===== src/rtl/data_mem_arbiter_pkg.sv =====
// Shared types and sizing helpers for the data-memory arbiter.
package data_mem_pkg;

    localparam int DEF_ADDR_WIDTH = 16;
    localparam int DEF_DATA_WIDTH = 32;

    typedef enum logic [1:0] {
        IDLE   = 2'd0,
        RD_CPU = 2'd1,
        RD_DMA = 2'd2
    } arb_state_t;

    typedef enum logic [1:0] {
        OWN_NONE = 2'd0,
        OWN_CPU  = 2'd1,
        OWN_DMA  = 2'd2
    } owner_t;

    // Bits needed to hold the values 0..n inclusive, never less than one.
    function automatic int cnt_width(input int n);
        return (n < 1) ? 1 : $clog2(n + 1);
    endfunction

endpackage


===== src/rtl/data_mem_arbiter_if.sv =====
// Bundle of CPU, DMA and memory-side signals around the arbiter.
// The slave modport is the arbiter's view; master is the requesters plus the memory.
interface data_mem_arbiter_if #(
    parameter int ADDR_WIDTH = data_mem_pkg::DEF_ADDR_WIDTH,
    parameter int DATA_WIDTH = data_mem_pkg::DEF_DATA_WIDTH
) ();
    logic                  cpu_req;
    logic                  cpu_we;
    logic [ADDR_WIDTH-1:0] cpu_addr;
    logic [DATA_WIDTH-1:0] cpu_wdata;
    logic [DATA_WIDTH-1:0] cpu_rdata;
    logic                  cpu_stall;

    logic                  dma_req;
    logic                  dma_we;
    logic [ADDR_WIDTH-1:0] dma_addr;
    logic [DATA_WIDTH-1:0] dma_wdata;
    logic                  dma_gnt;
    logic                  dma_rvalid;
    logic [DATA_WIDTH-1:0] dma_rdata;

    logic                  mem_en;
    logic                  mem_we;
    logic [ADDR_WIDTH-1:0] mem_addr;
    logic [DATA_WIDTH-1:0] mem_wdata;
    logic [DATA_WIDTH-1:0] mem_rdata;

    modport slave (
        input  cpu_req, cpu_we, cpu_addr, cpu_wdata,
        output cpu_rdata, cpu_stall,
        input  dma_req, dma_we, dma_addr, dma_wdata,
        output dma_gnt, dma_rvalid, dma_rdata,
        output mem_en, mem_we, mem_addr, mem_wdata,
        input  mem_rdata
    );

    modport master (
        output cpu_req, cpu_we, cpu_addr, cpu_wdata,
        input  cpu_rdata, cpu_stall,
        output dma_req, dma_we, dma_addr, dma_wdata,
        input  dma_gnt, dma_rvalid, dma_rdata,
        input  mem_en, mem_we, mem_addr, mem_wdata,
        output mem_rdata
    );
endinterface


===== src/rtl/data_mem_arbiter_starve.sv =====
// Saturating count of arbitrations the DMA has lost in a row; clear wins over increment.
// Count is visible the cycle after the event; no backpressure.
module arb_starve_counter
    import data_mem_pkg::*;
#(
    parameter int MAX = 4,
    parameter int W   = cnt_width(MAX)
) (
    input  logic         clk,
    input  logic         rst,
    input  logic         inc,
    input  logic         clr,
    output logic [W-1:0] cnt
);
    localparam logic [W-1:0] CNT_MAX = W'(MAX);

    logic [W-1:0] cnt_q, cnt_d;

    always_comb begin
        cnt_d = cnt_q;
        if (clr) begin
            cnt_d = '0;
        end else if (inc && (cnt_q != CNT_MAX)) begin
            cnt_d = cnt_q + W'(1);
        end
    end

    always_ff @(posedge clk) begin
        if (rst) begin
            cnt_q <= '0;
        end else begin
            cnt_q <= cnt_d;
        end
    end

    assign cnt = cnt_q;

endmodule


===== src/rtl/data_mem_arbiter.sv =====
// Shares one single-port data memory between the CPU MEM stage (fixed priority) and the DMA.
// Writes finish in the arbitration cycle, reads after MEM_LATENCY more; losers are held off via cpu_stall / withheld dma_gnt.
module data_mem_arbiter
    import data_mem_pkg::*;
#(
    parameter int ADDR_WIDTH  = DEF_ADDR_WIDTH,
    parameter int DATA_WIDTH  = DEF_DATA_WIDTH,
    parameter int MEM_LATENCY = 1,
    parameter int MAX_WAIT    = 4
) (
    input  logic              clk,
    input  logic              rst,
    data_mem_arbiter_if.slave bus
);
    localparam int LAT_W = (MEM_LATENCY > 1) ? $clog2(MEM_LATENCY) : 1;
    localparam int STV_W = cnt_width(MAX_WAIT);
    localparam logic [LAT_W-1:0] LAT_LOAD = LAT_W'(MEM_LATENCY - 1);
    localparam logic [STV_W-1:0] STV_MAX  = STV_W'(MAX_WAIT);

    arb_state_t            state_q, state_d;
    logic [LAT_W-1:0]      lat_cnt_q, lat_cnt_d;
    logic [DATA_WIDTH-1:0] cpu_rdata_q, cpu_rdata_d;
    logic [DATA_WIDTH-1:0] dma_rdata_q, dma_rdata_d;
    logic [STV_W-1:0]      starve_cnt;
    owner_t                winner;
    logic                  win_we;
    logic [ADDR_WIDTH-1:0] win_addr;
    logic [DATA_WIDTH-1:0] win_wdata;
    logic                  cpu_done, dma_done;

    // Arbitration only in IDLE; reset suppresses every grant so no command leaks out.
    always_comb begin
        winner = OWN_NONE;
        if (!rst && (state_q == IDLE)) begin
            if (bus.dma_req && (!bus.cpu_req || (starve_cnt == STV_MAX))) begin
                winner = OWN_DMA;
            end else if (bus.cpu_req) begin
                winner = OWN_CPU;
            end
        end
    end

    always_comb begin
        win_we    = 1'b0;
        win_addr  = bus.cpu_addr;
        win_wdata = bus.cpu_wdata;
        if (winner == OWN_DMA) begin
            win_we    = bus.dma_we;
            win_addr  = bus.dma_addr;
            win_wdata = bus.dma_wdata;
        end else if (winner == OWN_CPU) begin
            win_we    = bus.cpu_we;
        end
    end

    assign cpu_done = !rst && (state_q == RD_CPU) && (lat_cnt_q == '0);
    assign dma_done = !rst && (state_q == RD_DMA) && (lat_cnt_q == '0);

    always_comb begin
        state_d     = state_q;
        lat_cnt_d   = lat_cnt_q;
        cpu_rdata_d = cpu_rdata_q;
        dma_rdata_d = dma_rdata_q;
        case (state_q)
            IDLE: begin
                if ((winner != OWN_NONE) && !win_we) begin
                    state_d   = (winner == OWN_DMA) ? RD_DMA : RD_CPU;
                    lat_cnt_d = LAT_LOAD;
                end
            end
            RD_CPU, RD_DMA: begin
                if (lat_cnt_q == '0) begin
                    state_d = IDLE;
                end else begin
                    lat_cnt_d = lat_cnt_q - LAT_W'(1);
                end
            end
            default: state_d = IDLE;
        endcase
        if (cpu_done) cpu_rdata_d = bus.mem_rdata;
        if (dma_done) dma_rdata_d = bus.mem_rdata;
    end

    always_ff @(posedge clk) begin
        if (rst) begin
            state_q     <= IDLE;
            lat_cnt_q   <= '0;
            cpu_rdata_q <= '0;
            dma_rdata_q <= '0;
        end else begin
            state_q     <= state_d;
            lat_cnt_q   <= lat_cnt_d;
            cpu_rdata_q <= cpu_rdata_d;
            dma_rdata_q <= dma_rdata_d;
        end
    end

    arb_starve_counter #(
        .MAX (MAX_WAIT),
        .W   (STV_W)
    ) u_starve (
        .clk (clk),
        .rst (rst),
        .inc ((winner == OWN_CPU) && bus.dma_req),
        .clr (winner == OWN_DMA),
        .cnt (starve_cnt)
    );

    assign bus.mem_en    = (winner != OWN_NONE);
    assign bus.mem_we    = win_we;
    assign bus.mem_addr  = win_addr;
    assign bus.mem_wdata = win_wdata;

    assign bus.dma_gnt    = (winner == OWN_DMA);
    assign bus.dma_rvalid = dma_done;
    // Read data is forwarded in the completion cycle, then held from the register.
    assign bus.dma_rdata  = dma_done ? bus.mem_rdata : dma_rdata_q;
    assign bus.cpu_rdata  = cpu_done ? bus.mem_rdata : cpu_rdata_q;

    assign bus.cpu_stall = !rst && bus.cpu_req
                           && !(cpu_done || ((winner == OWN_CPU) && bus.cpu_we));

endmodule


===== src/flat_wrapper.sv =====
// flat-port wrapper written by rule: the top's interface ports become plain ports
module data_mem_arbiter_flat import data_mem_pkg::*;
#(
    parameter int ADDR_WIDTH  = DEF_ADDR_WIDTH,
    parameter int DATA_WIDTH  = DEF_DATA_WIDTH,
    parameter int MEM_LATENCY = 1,
    parameter int MAX_WAIT    = 4
)
  (clk, rst, bus_cpu_req, bus_cpu_we, bus_cpu_addr, bus_cpu_wdata, bus_cpu_rdata, bus_cpu_stall, bus_dma_req, bus_dma_we, bus_dma_addr, bus_dma_wdata, bus_dma_gnt, bus_dma_rvalid, bus_dma_rdata, bus_mem_en, bus_mem_we, bus_mem_addr, bus_mem_wdata, bus_mem_rdata);
  data_mem_arbiter_if #(.ADDR_WIDTH(ADDR_WIDTH), .DATA_WIDTH(DATA_WIDTH)) bus_i ();
  input  logic clk;
  input  logic rst;
  input wire logic [$bits(bus_i.cpu_req)-1:0] bus_cpu_req;
  input wire logic [$bits(bus_i.cpu_we)-1:0] bus_cpu_we;
  input wire logic [$bits(bus_i.cpu_addr)-1:0] bus_cpu_addr;
  input wire logic [$bits(bus_i.cpu_wdata)-1:0] bus_cpu_wdata;
  output wire logic [$bits(bus_i.cpu_rdata)-1:0] bus_cpu_rdata;
  output wire logic [$bits(bus_i.cpu_stall)-1:0] bus_cpu_stall;
  input wire logic [$bits(bus_i.dma_req)-1:0] bus_dma_req;
  input wire logic [$bits(bus_i.dma_we)-1:0] bus_dma_we;
  input wire logic [$bits(bus_i.dma_addr)-1:0] bus_dma_addr;
  input wire logic [$bits(bus_i.dma_wdata)-1:0] bus_dma_wdata;
  output wire logic [$bits(bus_i.dma_gnt)-1:0] bus_dma_gnt;
  output wire logic [$bits(bus_i.dma_rvalid)-1:0] bus_dma_rvalid;
  output wire logic [$bits(bus_i.dma_rdata)-1:0] bus_dma_rdata;
  output wire logic [$bits(bus_i.mem_en)-1:0] bus_mem_en;
  output wire logic [$bits(bus_i.mem_we)-1:0] bus_mem_we;
  output wire logic [$bits(bus_i.mem_addr)-1:0] bus_mem_addr;
  output wire logic [$bits(bus_i.mem_wdata)-1:0] bus_mem_wdata;
  input wire logic [$bits(bus_i.mem_rdata)-1:0] bus_mem_rdata;
  assign bus_i.cpu_req = bus_cpu_req;
  assign bus_i.cpu_we = bus_cpu_we;
  assign bus_i.cpu_addr = bus_cpu_addr;
  assign bus_i.cpu_wdata = bus_cpu_wdata;
  assign bus_cpu_rdata = bus_i.cpu_rdata;
  assign bus_cpu_stall = bus_i.cpu_stall;
  assign bus_i.dma_req = bus_dma_req;
  assign bus_i.dma_we = bus_dma_we;
  assign bus_i.dma_addr = bus_dma_addr;
  assign bus_i.dma_wdata = bus_dma_wdata;
  assign bus_dma_gnt = bus_i.dma_gnt;
  assign bus_dma_rvalid = bus_i.dma_rvalid;
  assign bus_dma_rdata = bus_i.dma_rdata;
  assign bus_mem_en = bus_i.mem_en;
  assign bus_mem_we = bus_i.mem_we;
  assign bus_mem_addr = bus_i.mem_addr;
  assign bus_mem_wdata = bus_i.mem_wdata;
  assign bus_i.mem_rdata = bus_mem_rdata;
  data_mem_arbiter #(.ADDR_WIDTH(ADDR_WIDTH), .DATA_WIDTH(DATA_WIDTH), .MEM_LATENCY(MEM_LATENCY), .MAX_WAIT(MAX_WAIT)) u_core (.clk(clk), .rst(rst), .bus(bus_i));
endmodule

===== config.mk =====
export PLATFORM = sky130hd
export DESIGN_NAME = data_mem_arbiter_flat
export DESIGN_NICKNAME = d
export VERILOG_FILES = /design/src/rtl/data_mem_arbiter_pkg.sv /design/src/rtl/data_mem_arbiter_if.sv /design/src/rtl/data_mem_arbiter_starve.sv /design/src/rtl/data_mem_arbiter.sv /design/src/flat_wrapper.sv
export SDC_FILE = /design/constraint.sdc
export NUM_CORES = 1
export LEC_CHECK = 0
export ABC_AREA = 1
export CAP_MARGIN = 20
export CORE_MARGIN = 2
export CORE_UTILIZATION = 33
export CTS_CLUSTER_DIAMETER = 100
export CTS_CLUSTER_SIZE = 16
export DETAILED_ROUTE_END_ITERATION = 16
export GPL_ROUTABILITY_DRIVEN = 0
export HOLD_SLACK_MARGIN = 0.02
export PLACE_DENSITY = 0.78
export RECOVER_POWER = 50
export SLEW_MARGIN = 10
export SYNTH_ARGS = -nofsm -noshare
export SYNTH_HDL_FRONTEND = slang
export SYNTH_HIERARCHICAL = 1
export SYNTH_SLANG_ARGS = --single-unit

===== constraint.sdc =====
create_clock -name clk -period 1.2 [get_ports clk]
set_input_delay 0.12 -clock clk [delete_from_list [all_inputs] [get_ports clk]]
set_output_delay 0.12 -clock clk [all_outputs]
set_load 0.05 [all_outputs]

After elaboration in Yosys (flattened, before gate mapping)
Cells that the tools add are included.
{"block": "totals", "register_bits": 70, "input_bits": 134, "output_inout_bits": 117, "wordCells": 57}
{"block": "op_classes", "add_sub_neg": 2, "n_eq_ne": 8, "n_mux": 16, "bitwise_logic": 1, "n_reduce_logical": 25}
{"cell": "32-bit 2-to-1 mux", "count": 3}
{"cell": "16-bit 2-to-1 mux", "count": 1}
{"cell": "1-bit logical AND", "count": 12}
{"cell": "2-bit 2-to-1 mux", "count": 5}
{"cell": "1-bit 2-to-1 mux", "count": 5}
{"cell": "2-bit by 1-bit == test with 1-bit output, second input constant", "count": 2}
{"cell": "2-bit == test, second input constant", "count": 2}
{"cell": "1-bit zero test", "count": 4}
{"cell": "2-bit != test, second input constant", "count": 2}
{"cell": "2-bit case mux with 2 select lines", "count": 1}
{"cell": "2-bit AND reduction", "count": 2}
{"cell": "2-bit nonzero test", "count": 2}
{"cell": "2-bit OR reduction", "count": 2}
{"cell": "3-bit by 1-bit adder with 3-bit output, second input constant", "count": 1}
{"cell": "3-bit == test, second input constant", "count": 1}
{"cell": "3-bit != test, second input constant", "count": 1}
{"cell": "2-bit zero test", "count": 1}
{"cell": "1-bit logical OR", "count": 2}
{"cell": "1-bit case mux with 2 select lines", "count": 1}
{"cell": "1-bit NOT", "count": 1}
{"cell": "1-bit subtractor, second input constant", "count": 1}

Logic depth before layout (Yosys ltp)
Gate-level depths: netlist of the first run.
{"block": "depth", "ltp_word": 12, "mapped_depth": 11, "ltp_nobuf": 11}

Modules after synthesis
Netlist of the first run, hierarchy kept.
{"mod": "data_mem_arbiter", "n_inst": 1, "cells_per_inst": 593, "area_per_inst_um2": 3629.7, "seq_area_each_um2": 1321.3}
{"mod": "arb_starve_counter", "n_inst": 1, "cells_per_inst": 26, "area_per_inst_um2": 168.9, "seq_area_each_um2": 60.1}

Least setup slack after synthesis of the first run
No wires, ideal clock.
{"block": "synth_timing", "path_type": "reg-to-output", "startpoint": "reg u_core.state_q[0]", "endpoint": "out bus_dma_rdata[22]", "arrival_time_ns": 1.640, "t_required_ns": 1.080, "path_slack_ns": -0.560, "path_stages_with_launch": 5, "path_buffers": 2, "cell_sequence": "dfxtp_1 -> nor3_1 -> buf_2 -> buf_2 -> a21oi_1"}
{"block": "synth_between", "elab_chain_cells": 4}
{"item": "from (decl)", "line_no": "data_mem_arbiter.sv:20", "text": "arb_state_t state_q, state_d;"}
{"item": "from (signal assigned)", "line_no": "data_mem_arbiter.sv:91", "text": "state_q <= state_d;"}
{"item": "2-bit == test", "line_no": "data_mem_arbiter.sv:57", "text": "assign dma_done = !rst && (state_q == RD_DMA) && (lat_cnt_q == '0);"}
{"item": "1-bit logical AND (2 in series)", "line_no": "data_mem_arbiter.sv:57"}
{"item": "via bus_dma_rvalid", "line_no": "flat_wrapper.sv:24", "text": "output wire logic [$bits(bus_i.dma_rvalid)-1:0] bus_dma_rvalid;"}
{"item": "32-bit 2-to-1 mux", "line_no": "data_mem_arbiter.sv:117", "text": "assign bus.dma_rdata = dma_done ? bus.mem_rdata : dma_rdata_q;"}
{"item": "to (decl)", "line_no": "flat_wrapper.sv:25", "text": "output wire logic [$bits(bus_i.dma_rdata)-1:0] bus_dma_rdata;"}
The timed path passes the listed nets, and every way through them passes these cells.

Worst setup path after layout of the first run
{"block": "layout_timing", "startpoint": "reg u_core.state_q[1]", "endpoint": "out bus_cpu_rdata[15]"}
{"block": "layout_between", "elab_chain_cells": 4}
{"item": "2-bit by 1-bit == test with 1-bit output", "line_no": "data_mem_arbiter.sv:56", "text": "assign cpu_done = !rst && (state_q == RD_CPU) && (lat_cnt_q == '0);"}
{"item": "1-bit logical AND (2 in series)", "line_no": "data_mem_arbiter.sv:56"}
{"item": "32-bit 2-to-1 mux", "line_no": "data_mem_arbiter.sv:118", "text": "assign bus.cpu_rdata = cpu_done ? bus.mem_rdata : cpu_rdata_q;"}
{"item": "to (decl)", "line_no": "flat_wrapper.sv:17", "text": "output wire logic [$bits(bus_i.cpu_rdata)-1:0] bus_cpu_rdata;"}
Every way passes these cells.

==> results.ini, run 1 <==
[global_route]
grtUsageTotal_pct = 28.80
grt_pass1_wl_um = 28040
grt_start_max_net_pins = 41
grt-ovfl-total = 0
antenna_found_initial = 1
grt_pass1_vias = 5526

[synthesis]
synth_cell_types = 23
syn_area_per_cell_um2 = 6.137
synthesis.area_um2 = 3799
yosysTopAreaCellShare_pct = 36.36
syn-num-nets = 755
seq_area_frac_synth_pct = 36.36
yosys_warnings = 6
netlist_instances = 619
synth_seq_cells = 69
synthTopCellsByArea = dfxtp_1 36%, nand2_1 19%, inv_1 14%
yosysTopAreaCell = dfxtp_1

[die]
pin_count = 251
core_area_um2 = 11320
num_rows = 39
die_w_um = 111.3
die_h_um = 111.3
design.die.area_um2 = 12390
start_util_pct = 33.55

[timing]
fmax_ghz = 0.5578
drv_slew = 0
maxSlewHeadroom_pct = 62.03
fin_crit_sh_pct = 149.4
hold_viol = 0
fin_worst_skew_ns = 0.004330
hold-worst-slack_ns = 0.4054
tightest_slew_ns = 0.5695
setup_slack_ns = -0.5928
rsz0062_at_grt = true
period_minus_slack_ns = 1.793
tns_ns = -72.70
setup_viol = 178

[route]
wl_per_cell_um = 17.79
first_pass_iters = 4
met3_wirelength_um = 1160
routed_wl_um = 19090
drc = 0
dr_total_vias = 5147
wl_met1_um = 6370
routed-wl-met2_um = 10830
drtAntennaViolNets = 0
drt_iter0_markers = 281
avgViaCountPerCell = 4.797
routed.top_layer = met4

[placed_design]
portBuffers = 250
hpwl_um = 12410
dp_slack_ns = -0.3990

[power]
total_power_mw = 9.106
max-vdd-ir-drop_v = 0.0008517
p_leak_nw = 4.424
powerDensity_nw_per_um2 = 956.9

[worst_setup_path]
r2r_start = u_core/state_q[1]
crit_type = register to output port
required_ns = 1.08
regToRegSetupSlack_ns = -0.41
cp_data_arrival_time_ns = 1.67
cp_max_fo = 13
cp-start-kind = register
worstSetupStartpoint = u_core/state_q[1]
endpoint_kind = output port

[cts]
htree_num_levels = 3
clock-root-buffer = clkbuf_16
clk_latency_ns = 0.33
postCtsHoldBufs = 0
cts_tree = built
cts_buffer_depth = 2
cts_sinks = 69
clk_pin_slew_ns = 0.05
cts_buffers = 9

[finish]
layout_commonest_cell = clkdlybuf4s50_1
final_nets = 1062
layout_common_cells = 132 x clkdlybuf4s50_1, 70 x inv_1, 68 x nand2_1
drive_gt1_share_pct = 55.54
area_growth_syn_to_layout_pct = 150.5

[flow_run]
cap_violations = 0

[run_status]
violations = setup timing
run_status = complete, but fails checks

[min_path]
hold_path.class = input pin to register
hold_start = rst

[what timing repair did]
action                                  in CTS  in global routing
endpoints found under the setup margin     183                186
gates resized for setup                    225                 63
gates cloned                                 6                  3
pin swaps                                   11                  9
buffers inserted                            17                  0
[cells in the mapped netlist]
| cell type | instances |
|---|---|
| o21ai_1 | 9 |
| ha_1 | 2 |
| clkbuf_1 | 18 |
| nand3_1 | 4 |
| or2_0 | 13 |
| nor3_1 | 2 |
| nand2_1 | 191 |
| inv_1 | 138 |
| a21oi_1 | 34 |
| o21ai_0 | 23 |
| nor2_1 | 43 |
| or2_2 | 9 |
| or2_1 | 10 |
| nand4_1 | 1 |
| nand2_2 | 1 |
| nor2_2 | 1 |
| inv_2 | 3 |
| buf_2 | 12 |
| clkbuf_2 | 1 |
| dfxtp_1 | 69 |
| a211oi_1 | 32 |
| nand3_2 | 1 |
| buf_6 | 2 |
[through the flow]
stage	utilization (%)	cell area [um^2]	instances
final	84.05	9515	1073
after global placement	70.48	7979	1032
after detailed placement	70.48	7979	1032
after floorplan	-	4706	619
after CTS	81.65	9244	1069
after global routing	84.05	9515	1073
[worst max-delay path: stages (launching register included)]
cell	delay (ns)
dfxtp_2	0.38
nor2_4	0.05
nand2_2	0.11
inv_4	0.07
buf_8	0.14
or2_2	0.30
o21ai_4	0.10
inv_4	0.04
buf_6	0.15
[path summary, 6_finish.rpt]
| check | cells past startpoint | to |
|---|---|---|
| worst max-delay path | 8 | bus_cpu_rdata[15] |
| worst min-delay path | 7 | u_core/state_q[1] |
| worst max register to register | 10 | u_core/dma_rdata_q[20] |
| worst min register to register | 4 | u_core/dma_rdata_q[2] |
[state kept, by name, indices dropped and copies added (netlist names)]
| name | flops |
|---|---|
| u_core/dma_rdata_q | 32 |
| u_core/cpu_rdata_q | 32 |
| u_core/state_q | 2 |
| u_core/u_starve/cnt | 3 |
[power breakdown]
part / internal, mW / switching, mW / total, mW / leakage, nW
combinational: 1.75 / 2.19 / 3.94 / 3.72
sequential: 2.38 / 0.0306 / 2.41 / 0.562
clock: 1.80 / 0.958 / 2.76 / 0.143
[logic make-up (layout without fill, tap and decap cells)]
logic type	Yosys count	count (layout)	share of synthesized area [%]
AO/OA/AOI/OAI	98	98	15.02
adder cells (fa/ha/maj)	2	2	0.6587
buffers and inverters	174	484	18.02
flip-flops	69	69	36.36
other	0	1	0
AND/OR/NAND/NOR	276	276	29.94
[per-layer routing]
| layer | track usage [%] | vias to the layer above |
|---|---|---|
| met5 | 0 | - |
| met4 | 11.85 | 0 |
| met3 | 7.381 | 54 |
| met2 | 57.56 | 206 |
| met1 | 27.41 | 2421 |
| li1 | - | 2466 |
[cell type report]
class | count | area [um^2]
timing repair buffer | 329 | 4013
clock inverter | 2 | 60.06
inverter | 141 | 568.0
sequential | 69 | 1389
antenna | 1 | 2.502
multi-input combinational | 376 | 3068
fill | 606 | 1805
tap | 143 | 178.9
clock buffer | 12 | 236.5
(Power assumes the default switching activity.)
==> inputs of run 2 (changes only) <==
--- a/config.mk
+++ b/config.mk
@@ -9,7 +9,7 @@
 export CAP_MARGIN = 20
 export CORE_MARGIN = 2
 export CORE_UTILIZATION = 33
-export CTS_CLUSTER_DIAMETER = 100
+export CTS_CLUSTER_DIAMETER = 200
 export CTS_CLUSTER_SIZE = 16
 export DETAILED_ROUTE_END_ITERATION = 16
 export GPL_ROUTABILITY_DRIVEN = 0
==> results of run 2 <==
Final layout, timing and power as in run 1 (identical DEF).
==> inputs of run 3 (changes only) <==
--- a/config.mk
+++ b/config.mk
@@ -6,6 +6,7 @@
 export NUM_CORES = 1
 export LEC_CHECK = 0
 export ABC_AREA = 1
+export ABC_CLOCK_PERIOD_IN_PS = 1200
 export CAP_MARGIN = 20
 export CORE_MARGIN = 2
 export CORE_UTILIZATION = 33
==> results of run 3 <==
Final layout, timing and power as in run 1 (identical DEF).
